$ cat config.mk
export PLATFORM = sky130hd
export DESIGN_NAME = serial_tx_arbiter
export DESIGN_NICKNAME = d
export VERILOG_FILES = /design/src/rtl/serial_tx_arb_pkg.sv /design/src/rtl/serial_tx_arbiter_rr_picker.sv /design/src/rtl/serial_tx_arbiter.sv
export SDC_FILE = /design/constraint.sdc
export NUM_CORES = 1
export LEC_CHECK = 0
export BUFFER_PORTS_ARGS = -buffer_cell sky130_fd_sc_hd__buf_2
export CAP_MARGIN = 20
export CORE_MARGIN = 2
export CORE_UTILIZATION = 44
export CTS_CLUSTER_DIAMETER = 80
export DETAILED_ROUTE_END_ITERATION = 8
export PLACE_DENSITY = 0.78
export REMOVE_ABC_BUFFERS = 1
export SETUP_SLACK_MARGIN = 0.02
export SLEW_MARGIN = 20
export SYNTH_ARGS = -nofsm -noshare
export SYNTH_HDL_FRONTEND = slang
export SYNTH_SLANG_ARGS = --single-unit
$ cat constraint.sdc
create_clock -name Clk -period 3.5 [get_ports Clk]
set_clock_uncertainty 0.05 [all_clocks]
set_input_delay 0.175 -clock Clk [delete_from_list [all_inputs] [get_ports Clk]]
set_output_delay 0.175 -clock Clk [all_outputs]
set_load 0.02 [all_outputs]
$ cat src/rtl/serial_tx_arb_pkg.sv
// serial_tx_arb_pkg: shared FSM state type and index-width helper for serial_tx_arbiter
package serial_tx_arb_pkg;

    typedef enum logic [1:0] {ST_IDLE, ST_LOAD, ST_SEND, ST_GAP} arb_state_t;

    // Width of an index/counter able to hold 0..n-1, never narrower than 1 bit
    function automatic int idx_w(input int n);
        return (n > 1) ? $clog2(n) : 1;
    endfunction

endpackage

$ cat src/rtl/serial_tx_arbiter_rr_picker.sv
// rr_picker: combinational round-robin pick of the first set request at or after ptr
//  req    in   NUM_REQ  request vector
//  ptr    in   IW       round-robin start index
//  found  out  1        any request set
//  winner out  IW       index of the picked request (valid with found)
module rr_picker
    import serial_tx_arb_pkg::*;
#(
    parameter int NUM_REQ = 4
) (
    input  logic [NUM_REQ-1:0]          req,
    input  logic [idx_w(NUM_REQ)-1:0]   ptr,
    output logic                        found,
    output logic [idx_w(NUM_REQ)-1:0]   winner
);

    localparam int IW = idx_w(NUM_REQ);

    logic [2*NUM_REQ-1:0] dbl;
    logic [NUM_REQ-1:0]   rot;
    logic [IW-1:0]        off;
    logic [IW:0]          sum;

    // Rotate so ptr lands on bit 0, priority-encode the lowest set bit,
    // then add ptr back modulo NUM_REQ to recover the real index.
    always_comb begin
        dbl = {req, req};
        rot = dbl[ptr +: NUM_REQ];
        found = |rot;
        off = '0;
        for (int i = NUM_REQ - 1; i >= 0; i--)
            if (rot[i]) off = IW'(i);
        sum = {1'b0, ptr} + {1'b0, off};
        winner = (sum >= (IW+1)'(NUM_REQ)) ? IW'(sum - (IW+1)'(NUM_REQ)) : IW'(sum);
    end

endmodule

$ cat src/rtl/serial_tx_arbiter.sv
// serial_tx_arbiter: round-robin arbiter sequencing one shared serial transmitter
//  Clk, Reset            clock, synchronous active-high reset
//  ReqValid/ReqData      requester words (word i at [i*SIZE +: SIZE])
//  ReqReady              one-hot accept pulse, word captured this cycle
//  TxDataIn/TxSample/TxStartTx/TxDone/TxBusy   transmitter interface
//  GrantId, Active       current owner, busy from LOAD through GAP
//  DoneValid, DoneId     completion pulse and owner
//  Error                 SEND timeout pulse
// Optional feature: define SERIAL_TX_ARB_TIMEOUT_EN to bound SEND to TIMEOUT_CYCLES.
module serial_tx_arbiter
    import serial_tx_arb_pkg::*;
#(
    parameter int NUM_REQ        = 4,
    parameter int SIZE           = 32,
    parameter int GAP_CYCLES     = 2,
    parameter int TIMEOUT_CYCLES = 4096
) (
    input  logic                          Clk,
    input  logic                          Reset,
    input  logic [NUM_REQ-1:0]            ReqValid,
    input  logic [NUM_REQ*SIZE-1:0]       ReqData,
    output logic [NUM_REQ-1:0]            ReqReady,
    output logic [SIZE-1:0]               TxDataIn,
    output logic                          TxSample,
    output logic                          TxStartTx,
    input  logic                          TxDone,
    input  logic                          TxBusy,
    output logic [idx_w(NUM_REQ)-1:0]     GrantId,
    output logic                          Active,
    output logic                          DoneValid,
    output logic [idx_w(NUM_REQ)-1:0]     DoneId,
    output logic                          Error
);

    localparam int IW = idx_w(NUM_REQ);
    localparam int GW = idx_w(GAP_CYCLES);

    arb_state_t    state, state_next;
    logic [IW-1:0] ptr, winner;
    logic          found, timeout;
    logic [GW-1:0] gap_cnt;
    logic          unused_busy;

    assign unused_busy = TxBusy;

    rr_picker #(.NUM_REQ(NUM_REQ)) u_pick (
        .req    (ReqValid),
        .ptr    (ptr),
        .found  (found),
        .winner (winner)
    );

`ifdef SERIAL_TX_ARB_TIMEOUT_EN
    localparam int TW = idx_w(TIMEOUT_CYCLES);
    logic [TW-1:0] to_cnt;
    // Counts SEND cycles from 0; the last allowed cycle is TIMEOUT_CYCLES-1
    always_ff @(posedge Clk) begin
        if (Reset || state != ST_SEND)
            to_cnt <= '0;
        else
            to_cnt <= to_cnt + 1'b1;
    end
    assign timeout = (to_cnt == TW'(TIMEOUT_CYCLES - 1));
    assign Error   = (state == ST_SEND) && timeout && !TxDone;
`else
    localparam int unused_timeout = TIMEOUT_CYCLES;
    assign timeout = 1'b0;
    assign Error   = 1'b0;
`endif

    always_ff @(posedge Clk) begin
        if (Reset)
            state <= ST_IDLE;
        else
            state <= state_next;
    end

    // ReqReady is gated by Reset so a held reset never accepts a word
    always_comb begin
        state_next = state;
        ReqReady   = '0;
        case (state)
            ST_IDLE: if (found && !Reset) begin
                state_next = ST_LOAD;
                ReqReady   = NUM_REQ'(1) << winner;
            end
            ST_LOAD: state_next = ST_SEND;
            ST_SEND: if (TxDone || timeout) state_next = ST_GAP;
            ST_GAP:  if (gap_cnt == '0) state_next = ST_IDLE;
            default: state_next = ST_IDLE;
        endcase
    end

    assign TxSample  = (state == ST_LOAD);
    assign TxStartTx = (state == ST_SEND);
    assign Active    = (state != ST_IDLE);

    always_ff @(posedge Clk) begin
        if (Reset) begin
            ptr       <= '0;
            GrantId   <= '0;
            TxDataIn  <= '0;
            gap_cnt   <= '0;
            DoneValid <= 1'b0;
            DoneId    <= '0;
        end else begin
            DoneValid <= (state == ST_SEND) && TxDone;
            if (state == ST_SEND && TxDone)
                DoneId <= GrantId;
            if (state == ST_IDLE && found) begin
                TxDataIn <= ReqData[int'(winner)*SIZE +: SIZE];
                GrantId  <= winner;
                ptr      <= (winner == IW'(NUM_REQ - 1)) ? '0 : winner + 1'b1;
            end
            // Preloaded throughout SEND so GAP starts at GAP_CYCLES-1 and ends at 0
            if (state == ST_SEND)
                gap_cnt <= GW'(GAP_CYCLES - 1);
            else if (gap_cnt != '0)
                gap_cnt <= gap_cnt - 1'b1;
        end
    end

endmodule

==> metrics.log <==
[metrics] status: complete, no violations
[metrics] flip-flop and latch count after synthesis: 42
[metrics] required arrival time at the worst endpoint: 3.27 ns
[metrics] Post-synth EDFFs: 0
[metrics] post-synthesis cell type with the largest combined area: sky130_fd_sc_hd__dfxtp_1
[metrics] GR Overflow Total: 0
[metrics] Synth top area share: 27.94%
[metrics] hold_ws: 0.1066 ns
[metrics] Layout Utilization: 59.33%
[metrics] Resize count post-CTS: 0
[metrics] CTS tree: yes
[metrics] post-CTS setup buffer count: 0
[metrics] type of element launching the critical path: flop
[metrics] antenna violation net count after detailed routing: 0
[metrics] arrival time of the worst setup path: 2.79 ns
[metrics] routed length per instance: 15.79 µm
[metrics] Die Width: 86.70 µm
[metrics] final cycle utilization of the critical path: 86.26%
[metrics] sequential fraction of the synthesis area: 27.94%
[metrics] total clock buffers created by CTS: 5
[metrics] critical path endpoint category: output pin
[metrics] ratio of total power to cell area: 875.4 nW/µm²
[metrics] maximum number of pins on one net before global-route repair: 65
[metrics] clock period minus final worst setup slack: 3.019 ns
[metrics] Hold WC Path Type: in -> reg
[metrics] std cell rows: 30
[metrics] post-CTS clock slew at the launch and capture registers of the worst setup and hold paths: 0.08 ns
[metrics] Top-Level Pins: 181
[metrics] root buf cell: sky130_fd_sc_hd__clkbuf_8
[metrics] Synth cell types: 36
[metrics] Worst slew margin: 54.88%
[metrics] drc violations: 0
[metrics] input/output buffers: 178
[metrics] Setup Viol. Count Final: 0
[metrics] mean area per synthesized cell: 9.583 µm²
[metrics] Pre-antenna DRT Iters: 4
[metrics] number of antenna violations at the first check in global routing: 0
[metrics] Yosys warning total: 0
[metrics] unrepaired setup endpoints after global routing: false
[metrics] Vias per Instance: 5.966
[metrics] H-tree lvl count: 2
[metrics] initial core utilization: 44.79%
[metrics] most common cell in the netlist: sky130_fd_sc_hd__mux2i_1
[metrics] floorplan die area: 7516 µm²
[metrics] initial DRC count: 143
[metrics] Synth Instances: 314
[metrics] family of cells with the greatest summed delay on the critical path: XOR/XNOR gates
[metrics] upper clock frequency limit: 331.2 MHz
[metrics] Final nets: 612
[metrics] crit path max fanout: 12
[metrics] hold-fix buffer count after cts: 0
[metrics] Clock Tree Buf Depth: 2
[metrics] critical path start-end classification: reg -> out
[metrics] GRT Total Usage: 22.18%
[metrics] Area growth syn-to-layout: 32.47%
[metrics] maximum single-stage delay on the critical path: 0.59 ns
[metrics] Worst Tran Pin Value: 0.6769 ns
[metrics] synthesized area: 3009 µm²
[metrics] Slowest-stage cell, CP: sky130_fd_sc_hd__dfxtp_1
[metrics] core box area: 6719 µm²
[metrics] first-pass GRT wire length: 13.74 mm
[metrics] max-cap violations: 0
[metrics] Crit path top cell by count: sky130_fd_sc_hd__o21ai_0
[metrics] Sink Count: 42
[metrics] clock latency at the later pin of the worst-skew pair: 0.29 ns
[metrics] sequence of cells on the critical path: nor2_1, nand2_1, o21ai_0, o21ai_0, nand3_1, ha_4, xnor2_1, xnor2_2, inv_2, ha_1, and2_1, buf_2
[metrics] number of diodes: 0
[metrics] CP Buf/Inv Count: 2
[metrics] fin. max-slew vios: 0
[metrics] top cell types by occurrence after synthesis: 65 x sky130_fd_sc_hd__mux2i_1, 64 x sky130_fd_sc_hd__o221ai_1, 42 x sky130_fd_sc_hd__dfxtp_1, 32 x sky130_fd_sc_hd__a22o_1, 17 x sky130_fd_sc_hd__buf_2
[metrics] final number of hold-violating endpoints: 0
[metrics] synth top area cells: sky130_fd_sc_hd__dfxtp_1 28%, sky130_fd_sc_hd__mux2i_1 22%, sky130_fd_sc_hd__o221ai_1 19%, sky130_fd_sc_hd__a22o_1 9.3%, sky130_fd_sc_hd__buf_2 2.8%
[metrics] leak pwr: 1.965 nW
[metrics] highest ir drop seen on vdd: 0.3351 mV
[metrics] proportion of layout cells with a drive suffix above 1: 42.68%
[metrics] Routed Wire Length: 8.699 mm
[metrics] Main synth FF type: sky130_fd_sc_hd__dfxtp_1
[metrics] height of the die: 86.70 µm
[metrics] via count: 3287
[metrics] GP Congestion: 0.7273
[metrics] Post-DP HPWL: 6.462 mm
[metrics] number of global-route vias before repair: 3175
[metrics] asr flop ratio synth: 0%
-- where the power goes --
group          leakage [nW]  switching, mW  internal (mW)  total (mW)
clock                0.0482          0.172          0.160       0.331
sequential            0.350          0.120          0.687       0.806
combinational          1.57           1.35           1.00        2.35
-- layout by cell type (no fill, tap or decap), types with 2 or more instances in the layout --
cell type,count
sky130_fd_sc_hd__buf_2,178
sky130_fd_sc_hd__mux2i_1,65
sky130_fd_sc_hd__o221ai_1,64
sky130_fd_sc_hd__dfxtp_1,42
sky130_fd_sc_hd__a22o_1,32
sky130_fd_sc_hd__nand2_1,11
sky130_fd_sc_hd__nor2_1,9
sky130_fd_sc_hd__clkbuf_8,6
sky130_fd_sc_hd__a21oi_1,5
sky130_fd_sc_hd__ha_1,5
sky130_fd_sc_hd__buf_4,5
sky130_fd_sc_hd__o21ai_0,4
sky130_fd_sc_hd__nand3_1,4
sky130_fd_sc_hd__inv_1,4
sky130_fd_sc_hd__nor3_1,4
sky130_fd_sc_hd__o211ai_1,3
sky130_fd_sc_hd__nor2b_1,2
sky130_fd_sc_hd__o21a_1,2
sky130_fd_sc_hd__and2_1,2
sky130_fd_sc_hd__a211oi_1,2
sky130_fd_sc_hd__buf_12,2
-- registers in the layout (all words and copies together), names as in the netlist --
signal     count
GrantId        2
ptr            2
state          2
DoneValid      1
gap_cnt        1
TxDataIn      32
DoneId         2
-- final timing paths --
path	startpoint	end	slack (ns)	cells after the start
setup / recovery	ptr[0]	ReqReady[3]	0.48	12
hold / removal	TxDone	DoneValid	0.11	2
setup reg to reg	ptr[0]	TxDataIn[23]	0.61	11
hold reg to reg	DoneId[0]	DoneId[0]	0.42	2
-- routing by layer --
layer / part of all wire (%) / vias up / track usage, %
li1: - / 1588 / -
met1: 40 / 1551 / 24.85
met2: 52 / 138 / 42.17
met3: 7.0 / 10 / 5.143
met4: 1.0 / 0 / 4.972
met5: 0 / - / 0
-- area by class of cell --
| type | count | area, µm² |
|---|---|---|
| fillers | 607 | 2733 |
| multi-input cells | 231 | 1967 |
| repair buffers | 185 | 968.4 |
| flip-flops and latches | 42 | 840.8 |
| well taps | 80 | 100.1 |
| clock buffers | 7 | 86.33 |
| inverters | 5 | 18.77 |
| clock inverters | 1 | 5.005 |
-- stage by stage --
step / power (mW) / std cells / instance area [µm²] / TNS [ns] / worst slack [ns]
floorplan: 2.890 / 278 / 2804 / -17.95 / -0.4966
global placement: 3.083 / 543 / 3895 / 0 / 0.7718
CTS: 3.496 / 551 / 3986 / 0 / 0.4665
detailed placement: 3.164 / 543 / 3895 / 0 / 0.6758
finish: 3.490 / 551 / 3986 / 0 / 0.4808
global route: 3.741 / 551 / 3986 / 0 / 0.2733
-- cells by family after synthesis --
logic type	Yosys count	synth area share, %
compound gates	116	32.10
mux	65	21.62
flops	42	27.94
simple gates	41	7.443
buf+inv	41	7.442
fa+ha+maj	6	2.495
xor+xnor	2	0.8318
other cells	1	0.1246
Power figures use the tool's default switching activity.
